$ cat src/rtl/riscv_core_pkg.sv
// rtl/riscv_core_pkg.sv - shared constants for the five-stage core hazard logic
// Contents: EX operand forwarding select encodings, register-index width, x0 index.
package riscv_core_pkg;

    localparam int REG_AW = 5;

    localparam logic [4:0] X0 = 5'd0;

    localparam logic [1:0] FWD_RF  = 2'b00;
    localparam logic [1:0] FWD_WB  = 2'b01;
    localparam logic [1:0] FWD_MEM = 2'b10;

endpackage

$ cat src/rtl/riscv_core_fwd_sel.sv
// rtl/riscv_core_fwd_sel.sv - EX operand forwarding select for one source operand
// Ports:
//   rs           - source register of the EX instruction
//   rd_mem/rd_wb - destination registers in MEM / WB
//   regwrite_mem/regwrite_wb - MEM / WB instruction writes its rd
//   fwd          - select: FWD_RF, FWD_WB or FWD_MEM
module riscv_core_fwd_sel
    import riscv_core_pkg::*;
#(
    parameter int REG_AW = riscv_core_pkg::REG_AW
) (
    input  logic [REG_AW-1:0] rs,
    input  logic [REG_AW-1:0] rd_mem,
    input  logic [REG_AW-1:0] rd_wb,
    input  logic              regwrite_mem,
    input  logic              regwrite_wb,
    output logic [1:0]        fwd
);

    logic rs_nonzero;

    // x0 is hardwired to zero, so a write to it must never be forwarded.
    assign rs_nonzero = (rs != REG_AW'(X0));

    // MEM is checked first: it holds the younger, more recent value.
    always_comb begin
        fwd = FWD_RF;
        if (regwrite_mem && rs_nonzero && (rs == rd_mem)) begin
            fwd = FWD_MEM;
        end else if (regwrite_wb && rs_nonzero && (rs == rd_wb)) begin
            fwd = FWD_WB;
        end
    end

endmodule

$ cat src/rtl/riscv_core_hazard_unit.sv
// rtl/riscv_core_hazard_unit.sv - forwarding, load-use stall and branch flush control
// Ports:
//   clk, rst                     - core clock, synchronous active-high reset
//   i_hazard_unit_rs1/rs2_id     - ID source registers
//   i_hazard_unit_rs1/rs2_ex     - EX source registers
//   i_hazard_unit_rd_ex/mem/wb   - destination register per stage
//   i_hazard_unit_regwrite_mem/wb - MEM / WB write rd
//   i_hazard_unit_resultsrc0_ex  - EX instruction is a load
//   i_hazard_unit_pcsrc_ex       - taken branch / jump resolved in EX
//   o_hazard_unit_forwarda/b_ex  - EX operand selects
//   o_hazard_unit_stall_if/id    - hold PC / hold IF/ID
//   o_hazard_unit_flush_id/ex    - clear IF/ID / clear ID/EX
module riscv_core_hazard_unit
    import riscv_core_pkg::*;
#(
    parameter int REG_AW = riscv_core_pkg::REG_AW
) (
    input  logic              clk,
    input  logic              rst,
    input  logic [REG_AW-1:0] i_hazard_unit_rs1_id,
    input  logic [REG_AW-1:0] i_hazard_unit_rs2_id,
    input  logic [REG_AW-1:0] i_hazard_unit_rs1_ex,
    input  logic [REG_AW-1:0] i_hazard_unit_rs2_ex,
    input  logic [REG_AW-1:0] i_hazard_unit_rd_ex,
    input  logic [REG_AW-1:0] i_hazard_unit_rd_mem,
    input  logic [REG_AW-1:0] i_hazard_unit_rd_wb,
    input  logic              i_hazard_unit_regwrite_mem,
    input  logic              i_hazard_unit_regwrite_wb,
    input  logic              i_hazard_unit_resultsrc0_ex,
    input  logic              i_hazard_unit_pcsrc_ex,
    output logic [1:0]        o_hazard_unit_forwarda_ex,
    output logic [1:0]        o_hazard_unit_forwardb_ex,
    output logic              o_hazard_unit_stall_if,
    output logic              o_hazard_unit_stall_id,
    output logic              o_hazard_unit_flush_id,
    output logic              o_hazard_unit_flush_ex
);

    logic       rst_q;
    logic [1:0] fwd_a;
    logic [1:0] fwd_b;
    logic       lw_stall;

    // Reset takes effect one edge late so the decision in the cycle where
    // rst rises is still driven from the live inputs.
    always_ff @(posedge clk) begin
        if (rst) begin
            rst_q <= 1'b1;
        end else begin
            rst_q <= 1'b0;
        end
    end

    riscv_core_fwd_sel #(.REG_AW(REG_AW)) u_fwd_a (
        .rs           (i_hazard_unit_rs1_ex),
        .rd_mem       (i_hazard_unit_rd_mem),
        .rd_wb        (i_hazard_unit_rd_wb),
        .regwrite_mem (i_hazard_unit_regwrite_mem),
        .regwrite_wb  (i_hazard_unit_regwrite_wb),
        .fwd          (fwd_a)
    );

    riscv_core_fwd_sel #(.REG_AW(REG_AW)) u_fwd_b (
        .rs           (i_hazard_unit_rs2_ex),
        .rd_mem       (i_hazard_unit_rd_mem),
        .rd_wb        (i_hazard_unit_rd_wb),
        .regwrite_mem (i_hazard_unit_regwrite_mem),
        .regwrite_wb  (i_hazard_unit_regwrite_wb),
        .fwd          (fwd_b)
    );

    // No x0 exclusion here: a load to x0 stalls for a cycle, which is harmless.
    assign lw_stall = i_hazard_unit_resultsrc0_ex &
                      ((i_hazard_unit_rs1_id == i_hazard_unit_rd_ex) |
                       (i_hazard_unit_rs2_id == i_hazard_unit_rd_ex));

    // Flushing ID/EX during a stall turns the load-use pair into one bubble,
    // and it also clears resultsrc0_ex so the stall releases on its own.
    always_comb begin
        o_hazard_unit_forwarda_ex = FWD_RF;
        o_hazard_unit_forwardb_ex = FWD_RF;
        o_hazard_unit_stall_if    = 1'b0;
        o_hazard_unit_stall_id    = 1'b0;
        o_hazard_unit_flush_id    = 1'b1;
        o_hazard_unit_flush_ex    = 1'b1;
        if (!rst_q) begin
            o_hazard_unit_forwarda_ex = fwd_a;
            o_hazard_unit_forwardb_ex = fwd_b;
            o_hazard_unit_stall_if    = lw_stall;
            o_hazard_unit_stall_id    = lw_stall;
            o_hazard_unit_flush_id    = i_hazard_unit_pcsrc_ex;
            o_hazard_unit_flush_ex    = lw_stall | i_hazard_unit_pcsrc_ex;
        end
    end

endmodule

$ cat config.mk
export PLATFORM = sky130hd
export DESIGN_NAME = riscv_core_hazard_unit
export DESIGN_NICKNAME = d
export VERILOG_FILES = /design/src/rtl/riscv_core_pkg.sv /design/src/rtl/riscv_core_fwd_sel.sv /design/src/rtl/riscv_core_hazard_unit.sv
export SDC_FILE = /design/constraint.sdc
export NUM_CORES = 1
export LEC_CHECK = 0
export BUFFER_PORTS_ARGS = -buffer_cell sky130_fd_sc_hd__clkbuf_2
export CAP_MARGIN = 25
export CORE_UTILIZATION = 34
export CTS_BUF_LIST = sky130_fd_sc_hd__clkbuf_16
export DETAILED_ROUTE_END_ITERATION = 8
export PLACE_DENSITY = 0.77
export SLEW_MARGIN = 20
export SYNTH_ARGS = -nofsm -noshare
export SYNTH_HDL_FRONTEND = slang
export SYNTH_SLANG_ARGS = --single-unit
$ cat constraint.sdc
create_clock -name clk -period 2.2 [get_ports clk]
set_clock_uncertainty 0.1 [all_clocks]
set_input_delay 0.44 -clock clk [delete_from_list [all_inputs] [get_ports clk]]
set_output_delay 0.44 -clock clk [all_outputs]
set_load 0.05 [all_outputs]
==> results of run 1 <==
## final timing paths
kind | from | end | slack [ps] | cells after the start
worst max-delay path | i_hazard_unit_rs1_ex[0] | o_hazard_unit_forwarda_ex[0] | -80 | 6
worst min-delay path | rst | rst_q | 440 | 1
## routing by layer
metal  global-route usage [%]  share of wire, %
met4                     2.59                 0
met2                     41.0                55
met1                     13.3                36
met3                    0.568               9.4
met5                        0                 0
## where the power goes
part           internal [mW]  leakage [nW]  switching [mW]
Sequential            0.0195       0.00844         0.00137
Clock                      0             0               0
Combinational         0.0836         0.371          0.0758
## stage by stage
step / cell area, µm² / TNS (ps) / util (%) / std cells / setup WS [ps]
6_report: 896 / -126 / 68.0 / 128 / -84.9
5_1_grt: 896 / -226 / 68.0 / 128 / -119
4_1_cts: 856 / -143 / 65.0 / 128 / -87.2
3_5_place_dp: 828 / -240 / 62.9 / 127 / -102
3_3_place_gp: 828 / -173 / 62.9 / 127 / -77.2
2_1_floorplan: 502 / -440 / - / 57 / -164
## cells in the final DEF, fill, tap and decap left out, types with 2 or more instances in the layout
cell / count
buf_6: 3
nor4_4: 4
nand2_1: 4
nor2_4: 2
buf_4: 10
or2_2: 2
or4_4: 2
xor2_1: 4
nand4_1: 6
clkbuf_2: 41
nor2b_2: 2
xnor2_1: 26
nor2b_1: 2
## cell type report
type	count	area, µm²
timing repair buffer	57	363
sequential	1	20.0
tap	15	18.8
multi-input combinational	55	494
fill	111	422
## repair_timing
action,4_1_cts,5_1_grt
resized for setup,4,15
endpoints found under the hold margin,0,0
endpoints found under the setup margin,3,4
buffers inserted,1,0
pin swaps,0,1
## cells by family after synthesis
group / Yosys count
buffers and inverters: 1
AO/OA/AOI/OAI: 1
flip-flops: 1
XOR/XNOR: 30
AND/OR/NAND/NOR: 24
==> reports/qor.csv, run 1 <==
stage;metric;value;unit
outcome;outcome;finished, violations left;
outcome;failing checks;negative setup slack;
synth;Syn Area/Cell;8.45;µm²
synth;area leader, netlist;xnor2_1;
worst_setup_path;Worst Setup Path Type;primary input to output port;
synth;Mapped Area;482;µm²
global_routing;largest net degree at the start of global routing;6;
synth;Post-synth EDFFs;0;
floorplanning;die footprint;0.00157;mm²
finish;max reg flops;1;
clock_tree;Clock transition at path regs;0;ps
sta;Final Setup Violations;2;
synth;syn nets;98;
power;PwrDens;201;mW/mm²
power;Max VDD drop;0.0000933;V
finish;Syn-to-layout area delta;86.0;%
worst_setup_path;worst path arrival time;1740;ps
floorplanning;Rows;13;
synth;predominant post-synthesis flop cell;dfxtp_1;
power;Tot Pwr;0.180;mW
sta;final setup margin;-84.9;ps
floorplanning;# IOs;49;
synth;leading post-synthesis cells by cell area;xnor2_1 (47%), nor4_2 (10%), nand4_1 (7.8%);
synth;most frequent cell after synthesis;xnor2_1;
synth;Synth top area share;47.3;%
clock_tree;CTS Hold Bufs;0;
worst_setup_path;slowest stage delay, CP;530;ps
synth;simple-gate share of the synthesized area;38.4;%
worst_setup_path;CP Max Fanout;3;
route;DRT antenna net count;0;
route;final wirelength;1340;µm
synth;register area share after synthesis;4.16;%
placed_design;GPL Wtd Cong;0.701;
route;via count;603;
global_routing;number of global-route vias before repair;519;
power;Leakage;0.380;nW
synth;post-synthesis xor/xnor area fraction;54.5;%
worst_setup_path;Largest delay share family, worst path;simple AND/OR/NAND/NOR gates;
route;First-pass DRT Iterations;1;
synth;adder-cell share of the synthesized area;0;%
placed_design;DP HPWL;1230;µm
sta;Worst slew margin;80.7;%
global_routing;grt ovf;0;
floorplanning;core footprint;0.00132;mm²
synth;Commonest cells post-synth;xnor2_1 (26), nand4_1 (6);
global_routing;initial antenna violation count;0;
finish;Top Registers;rst_q: 1 flops;
sta;Hold Vio Cnt, Final;0;
finish;number of antenna repair diodes;0;
route;DR WL/cell;10.4;µm
worst_setup_path;CP Capture Type;output port;
synth;Synth Area in Compound Gates;1.30;%
finish;Nets;156;
sta;crit path time final;2280;ps
worst_setup_path;Worst setup SP type;primary input;
synth;count of cell types in the netlist;12;
finish;largest register by flop count;rst_q;
worst_setup_path;Critical Path RT;1660;ps
synth;Cells after Synth;57;
worst_setup_path;Most common cell on crit path;nor4_4;
synth;Synth async-reset ratio;0;%
route;Residual DRC;0;
run;maxcap violations;0;
floorplanning;Starting Density;36.6;%
synth;number of synthesis warnings;0;
synth;mux cell area share after synthesis;0;%
route;DRT iter0 DRCs;0;
route;via/cell ratio;4.71;
sta;RSZ-0062 raised after global routing;true;
sta;Slew @ Worst Pin;287;ps
global_routing;All-Layer GR Usage;16.8;%
synth;#FFs+latches synth;1;
synth;main combinational cell family by area after synthesis;XOR/XNOR gates;
worst_setup_path;worst path cell trace;buf_8 -> or4_4 -> nor2_4 -> nor4_4 -> nor4_4 -> buf_12;
finish;fraction of final layout cells sized beyond drive strength 1;61.1;%
placed_design;number of port buffers;48;
worst_hold_path;worst hold path class;primary input to register;
worst_setup_path;Bufs and invs on worst path;2;
worst_setup_path;CP max stage cell;or4_4;
sta;final slew viol count;0;
floorplanning;Die Height;39.6;µm
global_routing;first-pass GRT wire length;1830;µm
sta;WHS;443;ps
sta;Max Clk Rate;0.438;GHz
floorplanning;Chip Width;39.6;µm
sta;Final period util;104;%
Power figures use the tool's default switching activity.
==> run 2, diff against run 1 <==
==> constraint.sdc (replaced) <==
create_clock -name clk -period 2.2 [get_ports clk]
set_clock_uncertainty 0.1 [all_clocks]
set_input_delay 0.66 -clock clk [delete_from_list [all_inputs] [get_ports clk]]
set_output_delay 0.66 -clock clk [all_outputs]
set_load 0.05 [all_outputs]
==> run 2 against run 1 <==
Net effect: sequential power up 4%; die area unchanged; hold slack better by 220 ps; cell area up 21%; utilization up 15 points; largest cell class unchanged; the run still ends with negative setup slack left; combinational power up 22%.
==> reports/qor.csv, run 2 (synthesis gave the netlist of run 1 again) <==
stage;metric;value;unit;change
outcome;outcome;finished, violations left;;unchanged
outcome;failing checks;negative setup slack;;unchanged
power;Int Pwr;0.130;mW;was 0.103 mW
route;DRT antenna net count;0;;unchanged
route;routed wl met2;1080;µm;was 730 µm
finish;max reg flops;1;;unchanged
sta;RSZ-0062 raised after global routing;true;;unchanged
route;final wirelength;1760;µm;was 1340 µm
finish;largest register by flop count;rst_q;;unchanged
floorplanning;# IOs;49;;unchanged
floorplanning;Chip Width;39.6;µm;unchanged
worst_setup_path;Critical Path RT;1440;ps;was 1660 ps
global_routing;first-pass GRT wire length;2080;µm;was 1830 µm
global_routing;number of global-route vias before repair;540;;was 519
global_routing;initial antenna violation count;0;;unchanged
floorplanning;Rows;13;;unchanged
route;M1 WL;537;µm;was 480 µm
global_routing;largest net degree at the start of global routing;6;;unchanged
route;DR WL/cell;13.4;µm;was 10.4 µm
placed_design;placed cells;129;;was 127
worst_setup_path;worst path arrival time;1950;ps;was 1740 ps
sta;Final Setup Violations;7;;was 2
worst_setup_path;Worst setup SP type;primary input;;unchanged
route;First-pass DRT Iterations;4;;was 1
worst_setup_path;CP Capture Type;output port;;unchanged
route;Residual DRC;0;;unchanged
route;top layer used by detailed routing;met4;;was met3
sta;Worst slew margin;73.3;%;was 80.7%
run;maxcap violations;0;;unchanged
route;via/cell ratio;4.92;;was 4.71
worst_setup_path;Worst Setup Path Type;primary input to output port;;unchanged
finish;commonest cells after routing, fill and taps aside;clkbuf_2 (34), xnor2_1 (18), buf_4 (11);;was clkbuf_2 (41), xnor2_1 (26), buf_4 (10)
placed_design;DP HPWL;1320;µm;was 1230 µm
power;Max VDD drop;0.000130;V;was 0.0000933 V
finish;number of antenna repair diodes;0;;unchanged
floorplanning;Starting Density;36.6;%;unchanged
floorplanning;core footprint;0.00132;mm²;unchanged
finish;Syn-to-layout area delta;126;%;was 86.0%
sta;Post-Route Setup TNS;-2140;ps;was -126 ps
power;PwrDens;199;mW/mm²;was 201 mW/mm²
power;clock share of power;0;%;about the same
route;DRT iter0 DRCs;7;;was 0
sta;crit path time final;2710;ps;was 2280 ps
placed_design;GPL Wtd Cong;0.702;;was 0.701
finish;Non-Filler Instances;131;;was 128
finish;Nets;159;;was 156
sta;Slew @ Worst Pin;397;ps;was 287 ps
floorplanning;Die Height;39.6;µm;unchanged
power;Net Switching;0.0858;mW;was 0.0772 mW
worst_hold_path;worst hold path class;primary input to register;;unchanged
finish;commonest non-fill, non-tap cell in the layout;clkbuf_2;;unchanged
power;Seq pwr share;10.1;%;was 11.6%
worst_setup_path;CP Max Fanout;2;;was 3
sta;Hold Vio Cnt, Final;0;;unchanged
power;combinational power share;89.9;%;was 88.4%
finish;Top Registers;rst_q: 1 flops;;unchanged
floorplanning;die footprint;0.00157;mm²;unchanged
route;met3 WL;110;µm;was 125 µm
clock_tree;Clock transition at path regs;0;ps;about the same
clock_tree;CTS Hold Bufs;0;;unchanged
sta;final setup margin;-508;ps;was -84.9 ps
placed_design;number of port buffers;48;;unchanged
route;via count;644;;was 603
finish;fraction of final layout cells sized beyond drive strength 1;70.7;%;was 61.1%
global_routing;grt ovf;0;;unchanged
sta;final slew viol count;0;;unchanged
worst_hold_path;Hold Path Cell Cnt;1;;unchanged
power;sw frac;39.7;%;was 42.8%
global_routing;All-Layer GR Usage;19.8;%;was 16.8%
sta;Max Clk Rate;0.369;GHz;was 0.438 GHz
sta;Final period util;123;%;was 104%
power;Leakage;0.473;nW;was 0.380 nW
[run 2: final cells by class]
class	instances	area [µm²]
fillers	82	230
multi-input cells	55	567
flip-flops and latches	1	20.0
well taps	15	18.8
repair buffers	60	482
[run 2: worst paths after layout]
path,start,endpoint,slack [ps]
hold / removal,rst,rst_q,670
setup / recovery,i_hazard_unit_rs1_ex[0],o_hazard_unit_forwarda_ex[0],-510
[run 2: what timing repair did]
action,4_1_cts,5_1_grt
endpoints found under the setup margin,7,7
gates resized for setup,16,26
cloned,0,0
setup buffers,0,2
pin swaps,3,5
[run 2: worst max-delay path: stages]
cell and delay [ps]:
buf_8 100, or4_4 540, nor2_4 130, nor4_4 70, nor4_4 280, buf_12 180
[run 2: metrics by stage]
stage / utilization, % / power [mW] / setup slack (ps) / hold slack [ps] / cell area [µm²]
after global placement: 67.8 / 0.177 / -477 / 662 / 893
after global routing: 82.5 / 0.229 / -562 / 673 / 1090
after CTS: 75.3 / 0.197 / -512 / 666 / 992
final: 82.5 / 0.216 / -508 / 666 / 1090
after floorplan: - / 0.104 / -562 / 588 / 541
after detailed placement: 67.8 / 0.181 / -508 / 665 / 893
[run 2: power groups by stage]
| stage | combinational [mW] | sequential [mW] | clock (mW) |
|---|---|---|---|
| CTS | 0.176 | 0.0215 | 0 |
| floorplan | 0.0824 | 0.0212 | 0 |
| finish | 0.194 | 0.0218 | 0 |
| global route | 0.207 | 0.0222 | 0 |
| global placement | 0.155 | 0.0216 | 0 |
| detailed placement | 0.160 | 0.0215 | 0 |
[run 2: layer usage]
metal / GRT usage [%] / up-vias
li1: - / 316
met1: 17.8 / 289
met2: 47.5 / 37
met5: 0 / -
met3: 0 / 2
met4: 0 / 0
